===== src/rtl/hazard_ctrl.sv =====
// ---------------------------------------------------------------------------
// hazard_ctrl
//
// Hazard controller for the 5-stage MIPS pipeline. Each cycle it produces the
// stall/clear strobes for the PC, the IF/ID register and the ID/EX register.
// It handles three kinds of hazard:
//   - load-use data hazards;
//   - taken-branch flushes;
//   - structural hazards on the multi-cycle mult/div unit, which it tracks
//     with a small IDLE/BUSY FSM and a down-counter.
//
// Ports
//   clk              clock, all state changes on the rising edge
//   rst              synchronous active-high reset (also forces outputs to 0)
//   id_rs/id_rt      source register fields of the instruction in ID
//   id_use_rs/rt     ID instruction actually reads rs / rt
//   id_is_md         ID instruction is mult/multu/div/divu
//   id_reads_hilo    ID instruction is mfhi/mflo/mthi/mtlo
//   ex_memread       EX instruction is a load
//   ex_rt            destination register of that load
//   ex_branch_taken  branch/jump resolved taken in EX this cycle
//   pc_stall         hold PC
//   ifid_stall       hold IF/ID
//   ifid_clr         clear IF/ID to a nop
//   idex_clr         clear ID/EX (insert bubble)
//   md_start         mult/div issues into EX this cycle
//   md_busy          mult/div unit occupied
// ---------------------------------------------------------------------------
module hazard_ctrl #(
    parameter int MD_LAT = 32,
    parameter int CNT_W  = 6
) (
    input  logic       clk,
    input  logic       rst,
    input  logic [4:0] id_rs,
    input  logic [4:0] id_rt,
    input  logic       id_use_rs,
    input  logic       id_use_rt,
    input  logic       id_is_md,
    input  logic       id_reads_hilo,
    input  logic       ex_memread,
    input  logic [4:0] ex_rt,
    input  logic       ex_branch_taken,
    output logic       pc_stall,
    output logic       ifid_stall,
    output logic       ifid_clr,
    output logic       idex_clr,
    output logic       md_start,
    output logic       md_busy
);

    typedef enum logic {
        IDLE = 1'b0,
        BUSY = 1'b1
    } state_t;

    // The busy phase lasts MD_LAT cycles: MD_LAT-1 down to 0 inclusive.
    localparam logic [CNT_W-1:0] CNT_INIT = CNT_W'(MD_LAT - 1);
    localparam logic [CNT_W-1:0] CNT_ONE  = CNT_W'(1);

    state_t           state_q, state_d;
    logic [CNT_W-1:0] cnt_q, cnt_d;

    logic flush;
    logic load_use;
    logic struct_haz;
    logic busy;
    logic start;

    always_comb begin
        flush      = ex_branch_taken;
        load_use   = ex_memread && (ex_rt != 5'd0) &&
                     ((id_use_rs && (id_rs == ex_rt)) ||
                      (id_use_rt && (id_rt == ex_rt)));
        busy       = (state_q == BUSY);
        struct_haz = busy && (id_is_md || id_reads_hilo);
        // A mult/div issues only if it is not being flushed and is not
        // itself waiting on a load; in BUSY the structural stall holds it.
        start      = !busy && id_is_md && !flush && !load_use;

        pc_stall   = 1'b0;
        ifid_stall = 1'b0;
        ifid_clr   = 1'b0;
        idex_clr   = 1'b0;
        md_start   = 1'b0;
        md_busy    = 1'b0;

        if (!rst) begin
            if (flush) begin
                ifid_clr = 1'b1;
                idex_clr = 1'b1;
            end else if (load_use || struct_haz) begin
                pc_stall   = 1'b1;
                ifid_stall = 1'b1;
                idex_clr   = 1'b1;
            end
            md_start = start;
            md_busy  = busy;
        end
    end

    // Next-state logic. A flush never aborts the counter: the mult/div
    // already in flight still commits its result.
    always_comb begin
        state_d = state_q;
        cnt_d   = cnt_q;
        case (state_q)
            IDLE: begin
                if (start) begin
                    state_d = BUSY;
                    cnt_d   = CNT_INIT;
                end
            end
            BUSY: begin
                if (cnt_q == '0) begin
                    state_d = IDLE;
                end else begin
                    cnt_d = cnt_q - CNT_ONE;
                end
            end
            default: begin
                state_d = IDLE;
                cnt_d   = '0;
            end
        endcase
    end

    always_ff @(posedge clk) begin
        if (rst) begin
            state_q <= IDLE;
            cnt_q   <= '0;
        end else begin
            state_q <= state_d;
            cnt_q   <= cnt_d;
        end
    end

endmodule


===== config.mk =====
export PLATFORM = sky130hd
export DESIGN_NAME = hazard_ctrl
export DESIGN_NICKNAME = d
export VERILOG_FILES = /design/src/rtl/hazard_ctrl.sv
export SDC_FILE = /design/constraint.sdc
export NUM_CORES = 1
export LEC_CHECK = 0
export CORE_UTILIZATION = 29
export CTS_CLUSTER_SIZE = 20
export DETAILED_ROUTE_END_ITERATION = 10
export GPL_TIMING_DRIVEN = 0
export RECOVER_POWER = 25
export REMOVE_ABC_BUFFERS = 1
export SETUP_SLACK_MARGIN = 0.3
export SYNTH_ARGS = -nofsm -noshare
export SYNTH_HDL_FRONTEND = slang
export SYNTH_SLANG_ARGS = --single-unit

===== constraint.sdc =====
create_clock -name clk -period 3.55 [get_ports clk]
set_input_delay 0.8875 -clock clk [delete_from_list [all_inputs] [get_ports clk]]
set_output_delay 0.8875 -clock clk [all_outputs]
set_load 0.05 [all_outputs]

After elaboration in Yosys (flattened, before gate mapping). Cells that the tools add are included.

Bits in registers: 7. Input bits: 23. Output and inout port bits: 6.

Add/sub/neg operators: 1. Eq/ne operators: 4. Mux-type cells: 15. Bitwise gates (word level): 1. Reductions and logical operators: 17.

Operator list (count): $mux 6 (2); $pmux 6 s2 (1); $mux 1 (11); $eq 5x5->1 (2); $logic_and 1x1->1 (8); $logic_not 6->1 (1); $sub 6x1->6 const B (1); $reduce_bool 5->1 (1); $ne 2x2->1 const B (2); $logic_not 1->1 (3); $logic_or 1x1->1 (3); $pmux 1 s2 (1); $reduce_and 2->1 (1); $not 1->1 (1).

Logic depth before layout (Yosys ltp). Gate-level depths: netlist of the first run.

Depth in word-level cells: 8. Mapped depth: 8. Mapped depth without buffers: 6.

Worst setup path after synthesis of the first run. No wires, ideal clock.

Path type: input -> output. From: input ex_rt[1]. To: output md_start. Arrival time: 2.477 ns. Path slack: 0.185 ns. Cell stages on the path: 4. Buffers on the path: 0. Cell sequence: or4_1 o21ai_2 inv_2 a21oi_1.

Longest elaborated chain between the ends: 7.

RTL lines: from (decl) (line 42) `input logic [4:0] ex_rt,`; $eq 5x5->1 (on tied branches) (line 73, 74); $logic_and 1x1->1 (on tied branches) (line 73, 74); $logic_or 1x1->1 (line 73) `((id_use_rs && (id_rs == ex_rt)) ||`; $logic_and 1x1->1 * (line 72) `load_use = ex_memread && (ex_rt != 5'd0) &&`; $logic_not 1->1 * (line 79) `start = !busy && id_is_md && !flush && !load_use;`; $logic_and 1x1->1 * (line 79); $mux 1 * (line 88) `if (!rst) begin`; to (decl) (line 48) `output logic md_start,`.

Every way passes the cells marked *; elsewhere a longest branch is shown, timed or not.

Worst setup path after layout of the first run.
From: input ex_rt[3]. To: output pc_stall.

Longest elaborated chain between the ends: 8.

RTL lines: $eq 5x5->1 (on tied branches) (line 73, 74); $logic_and 1x1->1 (on tied branches) (line 73, 74); $logic_or 1x1->1 (line 73); $logic_and 1x1->1 * (line 72); $logic_or 1x1->1 * (line 92) `end else if (load_use || struct_haz) begin`; $mux 1 * (line 92); $mux 1 * (line 89) `if (flush) begin`; $mux 1 * (line 88); to (decl) (line 44) `output logic pc_stall,`.

Marks and branches as above.

==> results of run 1 <==
-- cell type report --
| cell class | count | area [µm²] |
|---|---|---|
| Timing Repair Buffer | 34 | 313 |
| Clock buffer | 4 | 26.3 |
| Inverter | 5 | 18.8 |
| Multi-Input combinational cell | 65 | 468 |
| Tap cell | 27 | 33.8 |
| Sequential cell | 7 | 140 |
| Fill cell | 213 | 1000 |
-- registers in the layout, indices dropped and copies added (netlist names) --
| signal | count |
|---|---|
| busy | 1 |
| cnt_q | 6 |
-- cells by family (layout without fill, tap and decap cells) --
logic type                 count (synthesis)  in the layout
buffers and inverters                     10             43
DFF                                        7              7
xor gates and xnor gates                  12             12
and+or+nand+nor                           24             24
adders and majority gates                  1              1
AOI/OAI and AO/OA                         28             28
-- per-layer routing --
metal | track usage | wire length (µm) | up-vias
li1 | - | - | 374
met1 | 0.188 | 728 | 334
met2 | 0.264 | 812 | 35
met3 | 0.0218 | 102 | 4
met4 | 0.0735 | 27 | 0
met5 | 0 | 0 | -
-- worst paths after layout --
kind,from,end,slack (ps),cells after the start
setup reg to reg,cnt_q[0],cnt_q[3],1660,6
setup / recovery,ex_rt[3],pc_stall,350,6
hold reg to reg,cnt_q[1],cnt_q[1],550,2
hold / removal,cnt_q[1],cnt_q[1],550,2
-- stage by stage --
| stage | setup WS (ps) | util | area (µm²) |
|---|---|---|---|
| 2_1_floorplan | 185 | - | 604 |
| 3_3_place_gp | -777 | 0.459 | 918 |
| 3_5_place_dp | -805 | 0.459 | 918 |
| 4_1_cts | 300 | 0.488 | 977 |
| 5_1_grt | 218 | 0.499 | 1000 |
| 6_report | 351 | 0.499 | 1000 |
-- cell usage in the layout, fill, tap and decap left out, drive strengths merged, types with 2 or more instances in the layout --
master,n
a21oi,7
a31oi,3
buf,8
clkbuf,7
clkdlybuf4s50,15
dfxtp,7
dlygate4sd2,5
dlymetal6s2s,2
inv,5
nand2,3
nand4,2
nor2,4
nor3,5
nor4b,2
o211ai,3
o21ai,4
o311ai,2
o31ai,2
or2,2
or4,2
xnor2,11
-- worst max-delay path: cells and delay by family --
kind,cells,cell delay (ps)
buffers and inverters,3,490
AO/OA/AOI/OAI,2,430
AND/OR/NAND/NOR,1,500
-- power breakdown --
part / internal [µW] / switching [µW] / total [µW] / leakage (µW)
logic: 63.8 / 60.6 / 124 / 0.000330
clock network: 43.2 / 34.0 / 77.2 / 0.0000150
registers: 87.6 / 15.3 / 103 / 0.0000578
total: 195 / 110 / 304 / 0.000403
-- what timing repair did --
action,in CTS,in global routing
setup endpoints to repair,6,4
pin swaps,4,6
resized for setup,35,10
setup buffers,3,3
==> results.toml, run 1 <==
[timing]
min_period_over_period = 0.901
slew_headroom = 0.678
hold_viol_final = 0
hold_ws_ps = 550
rsz0062_at_grt = "false"
finalSetupViolations = 0
finalMaxSlewViolations = 0
clock_skew_ps = 6.37
worst_pin_slew_ps = 485
min_period_ps = 3200
tns_ps = 0
timing.fmax_mhz = 313

[worst_setup_path]
crit_type = "in -> out"
cp-start-kind = "input pin"
crit_path_max_fanout = 3
critPathCaptureType = "output port"
cp.arrival_ps = 2310
cp_slowest_stage_delay_ps = 500
path_cells = "dlygate4sd2_1 -> or4_4 -> o21ai_4 -> inv_2 -> a41o_1 -> buf_6"
crit_required_ps = 2660
critPathSlowestCell = "or4_4"

[synth]
yosysSeqAreaShare = 0.220
yosys.area_share.simple = 0.215
synth_edf_count = 0
synth.area.mux_share = 0
synthCells = 82
async_reset_ff_frac = 0
yosys_warnings = 0
yosys.area.top_type_share = 0.220
synth_most_common_cell = "xnor2_1"
synth-main-ff-cell = "dfxtp_1"
synth_area_leaders = "dfxtp_1, xnor2_1, a21oi_1"
synthTopCellsByCount = "xnor2_1, a21oi_1, dfxtp_1"
synth_top_family_by_area = "compound AO/OA/AOI/OAI gates"
syn_area_um2 = 636
synthXorXnorAreaFrac = 0.165
ys_seq_elements = 7
post-synth-top-area-cell = "dfxtp_1"
syn_avg_cell_area_um2 = 7.75
synthAdderAreaFrac = 0.0197
synth_compound_area_frac = 0.301
ys_types = 36

[cts]
clk_pin_slew_ps = 50
htreeDepth = 1
clock_sinks = 7
clockRootBuffer = "clkbuf_4"
cts_tree = "built"
clk_latency_ps = 260
clockBufferDepth = 2
ctsHoldBuffers = 0
cts-buffers-inserted = 3

[die]
start_util = 0.318
chipWidth_um = 48.8
fp.dieH_um = 48.8
ioPinCount = 29
core_area_um2 = 2000
num_rows = 16
dieArea_um2 = 2380

[drt]
first_iter_violations = 17
ant_nets = 0
vias = 747
routed_wl_mm = 1.67
wl_per_cell_um = 11.8
drc = 0
viasPerCell = 5.26
drt-pass1-iter-count = 4

[layout]
n_antenna_cell = 0
drive_above_1_share = 0.157
nNetsFinal = 140
final_cells = 142
area_delta_synth_final_pct = 57.3

[global_routing]
antenna_found_initial = 0
grt_max_degree = 14
track_usage = 0.154
grt_overflow = 0
grt_pass1_wl_mm = 2.90
first_global_vias = 663

[flow_run]
drv_cap = 0

[status]
status = "completed"

[pwr]
p_leak_uw = 0.000403
power_density_nw_per_um2 = 304
ir_drop_mv = 0.118
finalPower_uw = 304

[hold_path]
hold_class = "reg -> reg"

[place]
port_buffers = 28
placed_cells_incl_taps = 132
gp_congestion = 0.782
dp_hpwl_mm = 1.27
Note: power is estimated with default switching activity, not from simulation.
==> run 2, diff against run 1 <==
- CAP_MARGIN: not set -> 20
- CORE_UTILIZATION: 29 -> 40
- PLACE_DENSITY: not set -> 0.78
==> run 2 against run 1 <==
  * Global-route usage is 6.1 points higher
  * Non-clock buffer count down 2
  * Wire length up 2.6%
  * Worst setup slack lost 29 ps
  * Core utilization increased by 15 points
  * Sequential power about the same
  * Fmax shrank 0.90%
  * Cell count decreased by 9.2%
  * Clock-buffer cell count did not move
  * Worst hold slack got worse by 2.4 ps
  * Final area is 3.1% lower
  * First-iteration DRC count increased by 12%
  * Critical path type unchanged
  * Critical endpoint is now ifid_stall
==> results.toml, run 2 (same netlist as run 1, synthesis figures left out) <==
[status]
status = "completed"

[cts]
htreeDepth = 1
cts_tree = "built"
ctsHoldBuffers = 0
clk_latency_ps = 250
clockBufferDepth = 2
clock_sinks = 7
cts-buffers-inserted = 3
clk_pin_slew_ps = 50
clockRootBuffer = "clkbuf_4"

[global_routing]
grt_overflow = 0
grt_pass1_wl_mm = 2.97
track_usage = 0.215
antenna_found_initial = 0
first_global_vias = 689
grt_max_degree = 14

[pwr]
p_clk_frac = 0.238
sequentialPowerShare = 0.346
finalPower_uw = 298
p_switching_uw = 104
pwr-share-comb = 0.416
p_sw_frac = 0.351
power_density_nw_per_um2 = 307
internal_power_uw = 193
p_leak_uw = 0.000377
ir_drop_mv = 0.185

[layout]
drive_above_1_share = 0.133
layout_commonest_cell = "clkdlybuf4s50_1"
nNetsFinal = 138
stdcell_area_um2 = 968
n_antenna_cell = 0
final_cells = 129
area_delta_synth_final_pct = 52.4
largest_register_ff_count = 6
top_register = "cnt_q"
final_cell_mix = "clkdlybuf4s50_1, xnor2_1, a21oi_1, dfxtp_1, dlygate4sd2_1"

[timing]
hold_ws_ps = 548
hold_viol_final = 0
slew_headroom = 0.678
clock_skew_ps = 3.78
rsz0062_at_grt = "false"
timing.fmax_mhz = 310
finalMaxSlewViolations = 0
worst_pin_slew_ps = 485
min_period_ps = 3230
finalSetupViolations = 0
min_period_over_period = 0.909
tns_ps = 0

[hold_path]
hold_class = "reg -> reg"

[drt]
drc = 0
routed_wl_mm = 1.72
vias = 744
first_iter_violations = 19
wl_per_cell_um = 13.3
ant_nets = 0
viasPerCell = 5.77
drt-pass1-iter-count = 4

[die]
chipWidth_um = 41.9
core_area_um2 = 1490
num_rows = 14
start_util = 0.427
dieArea_um2 = 1750
fp.dieH_um = 41.9
ioPinCount = 29

[worst_setup_path]
crit_family = "buffers and inverters"
cp-start-kind = "input pin"
cp.arrival_ps = 2340
path_cells = "clkdlybuf4s50_1 -> xnor2_1 -> nand4_1 -> o22ai_1 -> a41o_1 -> buf_6"
critPathSlowestCell = "clkdlybuf4s50_1"
cp_slowest_stage_delay_ps = 470
cp_num_buf_inv = 2
critPathCaptureType = "output port"
crit_type = "in -> out"
crit_path_max_fanout = 4
crit_required_ps = 2660

[flow_run]
drv_cap = 0

[place]
gp_congestion = 0.811
dp_hpwl_mm = 1.21
port_buffers = 28
placed_cells_incl_taps = 121
place_area_um2 = 905
run 2: cell types whose count changed in the layout (fill, tap and decap cells not counted):
cell,change
clkdlybuf4s50_1,+2
dlygate4sd2_1,+2
dlymetal6s2s_1,-2
buf_4,-1
clkbuf_2,-1
clkbuf_4,-1
clkdlybuf4s15_1,-1
run 2: final timing paths:
check	start	to	slack, ps	cells after the start
worst max-delay path	id_rs[4]	ifid_stall	320	6
worst max register to register	cnt_q[0]	cnt_q[2]	1660	6
worst min-delay path	cnt_q[1]	cnt_q[1]	550	2
worst min register to register	cnt_q[1]	cnt_q[1]	550	2
run 2: final cells by class:
type,count,area (µm²)
repair buffers,32,295
inverters,5,18.8
fillers,144,520
clock buffers,4,26.3
well taps,16,20.0
flip-flops and latches,7,140
multi-input cells,65,468
run 2: per-stage QoR:
stage           util  setup WS [ps]
3_5_place_dp   0.608           -798
5_1_grt        0.650            227
2_1_floorplan      -            185
6_report       0.650            322
4_1_cts        0.647            267
3_3_place_gp   0.608           -781
run 2: metal layers:
| metal | up-vias | share of wire | GRT usage |
|---|---|---|---|
| met5 | - | 0 | 0 |
| met4 | 0 | 0 | 0.0516 |
| met3 | 0 | 0.057 | 0.0522 |
| met2 | 30 | 0.53 | 0.378 |
| met1 | 344 | 0.41 | 0.261 |
| li1 | 370 | - | - |
run 2: tightest hold or removal path: stages, from the launching register on:
cell     delay [ps]
dfxtp_1         340
inv_1            90
a31oi_1          70
run 2: repair_timing:
| action | 4_1_cts | 5_1_grt |
|---|---|---|
| pin swaps | 2 | 3 |
| hold endpoints to repair | 0 | 0 |
| resized for setup | 35 | 6 |
| endpoints found under the setup margin | 6 | 4 |
| setup buffers | 3 | 1 |
run 2: power by group through the flow:
stage                     combinational [µW]  clock (µW)  sequential (µW)
after floorplan                         75.6           0             99.9
after global placement                   119           0              103
after global routing                     136        80.5              105
after CTS                                124        75.0              102
final                                    124        70.9              103
after detailed placement                 121           0              104
